[src/rtl/steering_link_if.sv]
// Steering link receive-side bundle: async link pins in, qualified
// angle/pulse/error outputs back to the steering actuator logic.
interface steering_link_if #(
    parameter int DATA_W = 9
);
    logic [DATA_W-1:0] link_data;
    logic              link_reset_pos;
    logic              clear_errors;
    logic [DATA_W-1:0] angle;
    logic              angle_valid;
    logic              range_error;
    logic              reset_pos_req;
    logic [7:0]        error_count;

    modport master (
        output link_data,
        output link_reset_pos,
        output clear_errors,
        input  angle,
        input  angle_valid,
        input  range_error,
        input  reset_pos_req,
        input  error_count
    );

    modport slave (
        input  link_data,
        input  link_reset_pos,
        input  clear_errors,
        output angle,
        output angle_valid,
        output range_error,
        output reset_pos_req,
        output error_count
    );
endinterface

[src/rtl/steering_link_rx.sv]
// Steering link receiver: synchronizes the link pins, filters the word for
// stability, range-checks it and qualifies reset-position requests.
module steering_link_rx #(
    parameter int DATA_W         = 9,
    parameter int STABLE_CYCLES  = 1000,
    parameter int MAX_ANGLE      = 359,
    parameter int RST_MIN_CYCLES = 50000
) (
    input logic             CLOCK_50,
    input logic             reset_n,
    steering_link_if.slave  lnk
);
    localparam int CW = $clog2(STABLE_CYCLES);
    localparam int RW = $clog2(RST_MIN_CYCLES);
    localparam logic [CW-1:0]     CNT_MAX   = CW'(STABLE_CYCLES - 1);
    localparam logic [RW-1:0]     RCNT_MAX  = RW'(RST_MIN_CYCLES - 1);
    localparam logic [RW-1:0]     RCNT_ONE  = RW'(1);
    localparam logic [DATA_W-1:0] ANGLE_MAX = DATA_W'(MAX_ANGLE);

    typedef enum logic [1:0] {
        RS_IDLE,
        RS_ARMING,
        RS_FIRED
    } rs_state_e;

    logic [DATA_W:0]   sync1_q, sync1_d;
    logic [DATA_W:0]   sync2_q, sync2_d;
    logic [DATA_W-1:0] cand_q, cand_d;
    logic [CW-1:0]     cnt_q, cnt_d;
    logic              judged_q, judged_d;
    rs_state_e         rs_q, rs_d;
    logic [RW-1:0]     rcnt_q, rcnt_d;
    logic [DATA_W-1:0] angle_q, angle_d;
    logic              angle_valid_q, angle_valid_d;
    logic              range_error_q, range_error_d;
    logic              reset_pos_req_q, reset_pos_req_d;
    logic [7:0]        err_cnt_q, err_cnt_d;

    logic [DATA_W-1:0] word;
    logic              rpos;
    logic              judge;
    logic              fire;
    logic              in_range;

    always_comb begin
        sync1_d  = {lnk.link_reset_pos, lnk.link_data};
        sync2_d  = sync1_q;
        word     = sync2_q[DATA_W-1:0];
        rpos     = sync2_q[DATA_W];
        in_range = (word <= ANGLE_MAX);

        cand_d   = cand_q;
        cnt_d    = cnt_q;
        judged_d = judged_q;
        judge    = 1'b0;
        if (word != cand_q) begin
            cand_d   = word;
            cnt_d    = '0;
            judged_d = 1'b0;
        end else if (cnt_q != CNT_MAX) begin
            cnt_d = cnt_q + 1'b1;
        end else if (!judged_q) begin
            judge    = 1'b1;
            judged_d = 1'b1;
        end

        rs_d   = rs_q;
        rcnt_d = rcnt_q;
        fire   = 1'b0;
        case (rs_q)
            RS_IDLE: begin
                if (rpos) begin
                    rs_d   = RS_ARMING;
                    rcnt_d = RCNT_ONE;
                end
            end
            RS_ARMING: begin
                if (!rpos) begin
                    rs_d = RS_IDLE;
                end else if (rcnt_q == RCNT_MAX) begin
                    rs_d = RS_FIRED;
                    fire = 1'b1;
                end else begin
                    rcnt_d = rcnt_q + 1'b1;
                end
            end
            RS_FIRED: begin
                if (!rpos) rs_d = RS_IDLE;
            end
            default: rs_d = RS_IDLE;
        endcase

        angle_d         = angle_q;
        angle_valid_d   = 1'b0;
        range_error_d   = 1'b0;
        reset_pos_req_d = fire;
        err_cnt_d       = err_cnt_q;
        if (judge && !in_range) begin
            range_error_d = 1'b1;
            if (err_cnt_q != 8'hFF) err_cnt_d = err_cnt_q + 8'd1;
        end
        // A reset-position fire overrides a word accepted on the same edge
        if (fire) begin
            angle_d = '0;
        end else if (judge && in_range && word != angle_q) begin
            angle_d       = word;
            angle_valid_d = 1'b1;
        end
        if (lnk.clear_errors) err_cnt_d = '0;
    end

    always_ff @(posedge CLOCK_50 or negedge reset_n) begin
        if (!reset_n) begin
            sync1_q         <= '0;
            sync2_q         <= '0;
            cand_q          <= '0;
            cnt_q           <= '0;
            judged_q        <= 1'b1;
            rs_q            <= RS_IDLE;
            rcnt_q          <= '0;
            angle_q         <= '0;
            angle_valid_q   <= 1'b0;
            range_error_q   <= 1'b0;
            reset_pos_req_q <= 1'b0;
            err_cnt_q       <= '0;
        end else begin
            sync1_q         <= sync1_d;
            sync2_q         <= sync2_d;
            cand_q          <= cand_d;
            cnt_q           <= cnt_d;
            judged_q        <= judged_d;
            rs_q            <= rs_d;
            rcnt_q          <= rcnt_d;
            angle_q         <= angle_d;
            angle_valid_q   <= angle_valid_d;
            range_error_q   <= range_error_d;
            reset_pos_req_q <= reset_pos_req_d;
            err_cnt_q       <= err_cnt_d;
        end
    end

    assign lnk.angle         = angle_q;
    assign lnk.angle_valid   = angle_valid_q;
    assign lnk.range_error   = range_error_q;
    assign lnk.reset_pos_req = reset_pos_req_q;
    assign lnk.error_count   = err_cnt_q;
endmodule
[src/flat_wrapper.sv]
// flat-port wrapper written by rule: the top's interface ports become plain ports
module steering_link_rx_flat 
#(
    parameter int DATA_W         = 9,
    parameter int STABLE_CYCLES  = 1000,
    parameter int MAX_ANGLE      = 359,
    parameter int RST_MIN_CYCLES = 50000
)
  (CLOCK_50, reset_n, lnk_link_data, lnk_link_reset_pos, lnk_clear_errors, lnk_angle, lnk_angle_valid, lnk_range_error, lnk_reset_pos_req, lnk_error_count);
  steering_link_if #(.DATA_W(DATA_W)) lnk_i ();
  input logic CLOCK_50;
  input logic reset_n;
  input wire logic [$bits(lnk_i.link_data)-1:0] lnk_link_data;
  input wire logic [$bits(lnk_i.link_reset_pos)-1:0] lnk_link_reset_pos;
  input wire logic [$bits(lnk_i.clear_errors)-1:0] lnk_clear_errors;
  output wire logic [$bits(lnk_i.angle)-1:0] lnk_angle;
  output wire logic [$bits(lnk_i.angle_valid)-1:0] lnk_angle_valid;
  output wire logic [$bits(lnk_i.range_error)-1:0] lnk_range_error;
  output wire logic [$bits(lnk_i.reset_pos_req)-1:0] lnk_reset_pos_req;
  output wire logic [$bits(lnk_i.error_count)-1:0] lnk_error_count;
  assign lnk_i.link_data = lnk_link_data;
  assign lnk_i.link_reset_pos = lnk_link_reset_pos;
  assign lnk_i.clear_errors = lnk_clear_errors;
  assign lnk_angle = lnk_i.angle;
  assign lnk_angle_valid = lnk_i.angle_valid;
  assign lnk_range_error = lnk_i.range_error;
  assign lnk_reset_pos_req = lnk_i.reset_pos_req;
  assign lnk_error_count = lnk_i.error_count;
  steering_link_rx #(.DATA_W(DATA_W), .STABLE_CYCLES(STABLE_CYCLES), .MAX_ANGLE(MAX_ANGLE), .RST_MIN_CYCLES(RST_MIN_CYCLES)) u_core (.CLOCK_50(CLOCK_50), .reset_n(reset_n), .lnk(lnk_i));
endmodule
[config.mk]
export PLATFORM = sky130hd
export DESIGN_NAME = steering_link_rx_flat
export DESIGN_NICKNAME = d
export VERILOG_FILES = /design/src/rtl/steering_link_if.sv /design/src/rtl/steering_link_rx.sv /design/src/flat_wrapper.sv
export SDC_FILE = /design/constraint.sdc
export NUM_CORES = 1
export LEC_CHECK = 0
export BUFFER_PORTS_ARGS = -buffer_cell sky130_fd_sc_hd__clkbuf_2
export CAP_MARGIN = 20
export CORE_UTILIZATION = 55
export CTS_BUF_LIST = sky130_fd_sc_hd__clkbuf_16
export CTS_CLUSTER_SIZE = 16
export DETAILED_ROUTE_END_ITERATION = 7
export PLACE_DENSITY = 0.75
export SLEW_MARGIN = 20
export SYNTH_ARGS = -nofsm -noshare
export SYNTH_HDL_FRONTEND = slang
export SYNTH_SLANG_ARGS = --single-unit
export TNS_END_PERCENT = 1
[constraint.sdc]
create_clock -name CLOCK_50 -period 2.81 [get_ports CLOCK_50]
set_input_delay 0.1405 -clock CLOCK_50 [delete_from_list [all_inputs] [get_ports CLOCK_50]]
set_output_delay 0.1405 -clock CLOCK_50 [all_outputs]
set_load 0.02 [all_outputs]
==> flow_metrics.py <==
metrics = {
    "power_and_ir_drop": {
        "p_leak_nw": 1.79,
        "peakVddDrop_v": 0.000406,
        "p_per_area_nw_per_um2": 611,
    },
    "timing": {
        "period_share_pct": 82.2,
        "final.min_clock_period_ns": 2.31,
        "fin_skew_ns": 0.00668,
        "slew_headroom_pct": 38.2,
        "hold_violations": 0,
        "fmax_mhz": 433,
        "rsz0062_at_grt": "false",
        "tightest_slew_ns": 0.927,
        "setup_viol": 0,
        "fin_setup_tns_ns": 0,
        "slew_violations": 0,
    },
    "setup_path": {
        "worstPathRequired_ns": 3.06,
        "cp-startpoint": "u_core.sync2_q[4]",
        "start_kind": "flip-flop",
        "path_delay_family": "compound AO/OA/AOI/OAI gates",
        "critPathCaptureType": "flip-flop",
        "worst-path-buf-inv": 0,
        "r2r-end": "u_core.lnk.angle[8]",
        "worst-setup-path-type": "reg2reg",
        "path_depth": 5,
        "reg2reg_slack_ns": 0.50,
        "crit_fanout": 9,
        "cpPeakStageDelay_ns": 0.61,
        "rr_worst_depth": 5,
        "path_cells": "o211a_1, o21ai_0, o41ai_1, nor2_4, mux2i_1",
        "cp.arrival_ns": 2.56,
        "slowest_stage": "o21ai_0",
        "critPathCapture": "u_core.lnk.angle[8]",
        "timing.rr.start": "u_core.sync2_q[4]",
    },
    "drt": {
        "viasPerCell": 5.49,
        "finalWirelength_um": 6150,
        "dr.first_iter.drc_count": 106,
        "detail-route-antenna-nets": 0,
        "wire_per_inst_um": 14.0,
        "drc_errors": 0,
        "first_pass_iters": 4,
        "via_count": 2416,
    },
    "clock_tree": {
        "insertion_delay_ns": 0.33,
        "cts-root-buf": "clkbuf_16",
        "post_cts_buffers": 0,
        "clkSinkCount": 78,
        "cts_tree": "built",
        "htreeDepth": 3,
        "numCtsBuffers": 9,
        "cts_buffer_depth": 2,
        "clk_pin_slew_ns": 0.06,
    },
    "yosys": {
        "syn_area_per_cell_um2": 10.8,
        "yosys_warnings": 0,
        "synth_flop_cell": "dfrtp_1",
        "synthCells": 320,
        "synthArstFlopShare_pct": 100,
        "synth_nets": 336,
        "yosysSeqAreaShare_pct": 56.4,
        "synth_edf_count": 0,
        "ys_types": 49,
        "synth_area_um2": 3460,
        "ys_ff_latch": 78,
    },
    "place": {
        "gp_congestion": 0.789,
        "place_inst": 413,
        "hpwl_um": 4010,
        "port_buffers": 32,
    },
    "layout": {
        "drive_gt1_share_pct": 16.4,
        "finalNetCount": 376,
        "finalNonFillerCells": 440,
        "area_growth_pct": 17.5,
        "antennaDiodeCount": 0,
    },
    "floorplan": {
        "fp.coreArea_um2": 5990,
        "dieArea_um2": 6620,
        "ios": 33,
        "die_w_um": 81.3,
        "rows": 28,
        "die_h_um": 81.3,
        "initial_core_util_pct": 57.8,
    },
    "global_routing": {
        "grt_max_degree": 79,
        "grt_use_total_pct": 21.9,
        "overflow": 0,
        "first_global_vias": 2369,
        "grt_pass1_wl_um": 10600,
        "antenna_found_initial": 0,
    },
    "run_status": {
        "status": "finished, final reports clean",
    },
    "flow_run": {
        "cap_violations": 0,
    },
    "hold_path": {
        "hold_path_class": "in2reg",
    },
}
-- final cells by class --
type	instances	area [µm²]
Tap cell	75	93.8
Timing Repair Buffer	43	273
Clock inverter	7	75.1
Fill cell	422	1920
Multi-Input combinational cell	219	1410
Sequential cell	78	1950
Clock buffer	9	225
Inverter	9	33.8
-- cell usage in the layout, fill, tap and decap left out, types with 2 or more instances in the layout --
| cell type | instances |
|---|---|
| ha_1 | 3 |
| clkinv_4 | 2 |
| nor4_2 | 2 |
| o31ai_1 | 5 |
| nor2b_1 | 4 |
| inv_1 | 9 |
| or4_1 | 7 |
| o21ai_0 | 6 |
| clkbuf_2 | 31 |
| nand3_1 | 11 |
| o21ai_1 | 3 |
| xnor2_1 | 16 |
| nor2_1 | 29 |
| and2_1 | 3 |
| nand2b_1 | 4 |
| xor2_1 | 17 |
| a21oi_1 | 12 |
| dlygate4sd3_1 | 11 |
| clkbuf_16 | 9 |
| nand2_1 | 41 |
| nor4_1 | 3 |
| nand4_1 | 8 |
| or3_1 | 4 |
| and3_1 | 3 |
| mux2i_1 | 13 |
| dfrtp_1 | 77 |
| nor3_1 | 4 |
-- power breakdown --
| group | internal (mW) | switching, mW | leakage, nW |
|---|---|---|---|
| Sequential | 1.16 | 0.0445 | 1.01 |
| Combinational | 0.0577 | 0.0810 | 0.631 |
| Clock | 0.691 | 0.448 | 0.149 |
| Total | 1.91 | 0.573 | 1.79 |
-- how the worst min path moves through the flow --
stage | startpoint | endpoint | slack [ns] | depth (start not counted)
finish | lnk_clear_errors | u_core.lnk.error_count[0] | 0.08 | 2
global route | lnk_clear_errors | u_core.lnk.error_count[3] | 0.08 | 2
CTS | lnk_clear_errors | u_core.lnk.error_count[3] | 0.07 | 2
global placement | lnk_link_data[0] | u_core.sync1_q[0] | 0.25 | 1
floorplan | reset_n | u_core.cand_q[0] | -0.16 | 0
detailed placement | lnk_link_data[4] | u_core.sync1_q[4] | 0.25 | 1
-- Yosys cell counts, types with 2 or more instances --
cell       n  share of area (%)
a21oi_1   12                1.7
and2_1     3               0.54
and3_1     3               0.54
clkbuf_1  12                1.3
dfrtp_1   77                 56
ha_1       3                1.1
inv_1      8               0.87
mux2i_1   13                3.8
nand2_1   41                4.4
nand2b_1   4               0.72
nand3_1   11                1.6
nand4_1    8                1.4
nor2_1    29                3.1
nor2b_1    4               0.72
nor3_1     4               0.58
nor4_1     3               0.54
nor4_2     2               0.72
o21ai_0    6               0.87
o21ai_1    3               0.43
o31ai_1    5                1.1
or3_1      4               0.72
or4_1      7                1.5
xnor2_1   16                4.0
xor2_1    17                4.3
-- sequential cells by signal, indices dropped and copies added (netlist names), 2 cells and up --
signal / flops
u_core.sync2_q: 10
u_core.sync1_q: 10
u_core.lnk.angle: 9
u_core.rcnt_q: 16
u_core.cand_q: 9
u_core.cnt_q: 10
u_core.lnk.error_count: 8
u_core.rs_q: 2
-- through the flow --
step / util [%] / worst slack [ns] / hold WS [ns] / cell area, µm² / power, mW
6_report: 67.9 / 0.499 / 0.0841 / 4070 / 2.48
5_1_grt: 67.9 / 0.287 / 0.0833 / 4070 / 2.59
4_1_cts: 67.9 / 0.513 / 0.0680 / 4070 / 2.52
3_5_place_dp: 61.0 / 0.539 / 0.251 / 3660 / 1.35
3_3_place_gp: 61.0 / 0.561 / 0.249 / 3660 / 1.35
2_1_floorplan: - / 0.902 / -0.155 / 3460 / 1.30
-- per-layer routing --
layer,routed length [µm],part of all wire [%],track usage (%),vias up
met2,2950,48,34.1,49
met1,2910,47,28.3,1180
met4,125,2.0,14.1,0
met3,171,2.8,3.60,10
li1,-,-,-,1177
met5,0,0,0,-
-- what timing repair did --
action	CTS	global route
endpoints found under the hold margin	24	0
gates resized for setup	0	0
hold buffers	11	0
-- cells by family (layout without fill, tap and decap cells) --
family                     Yosys count  count (layout)  synth area share [%]
AOI/OAI and AO/OA                   33              33                  5.93
DFF                                 78              78                  56.4
and+or+nand+nor                    137             137                  21.7
buffers and inverters               23              68                  2.75
xor gates and xnor gates            33              33                  8.35
muxes                               13              13                  3.76
adders and majority gates            3               3                  1.08
No activity file was read; power rests on OpenSTA's default activity.
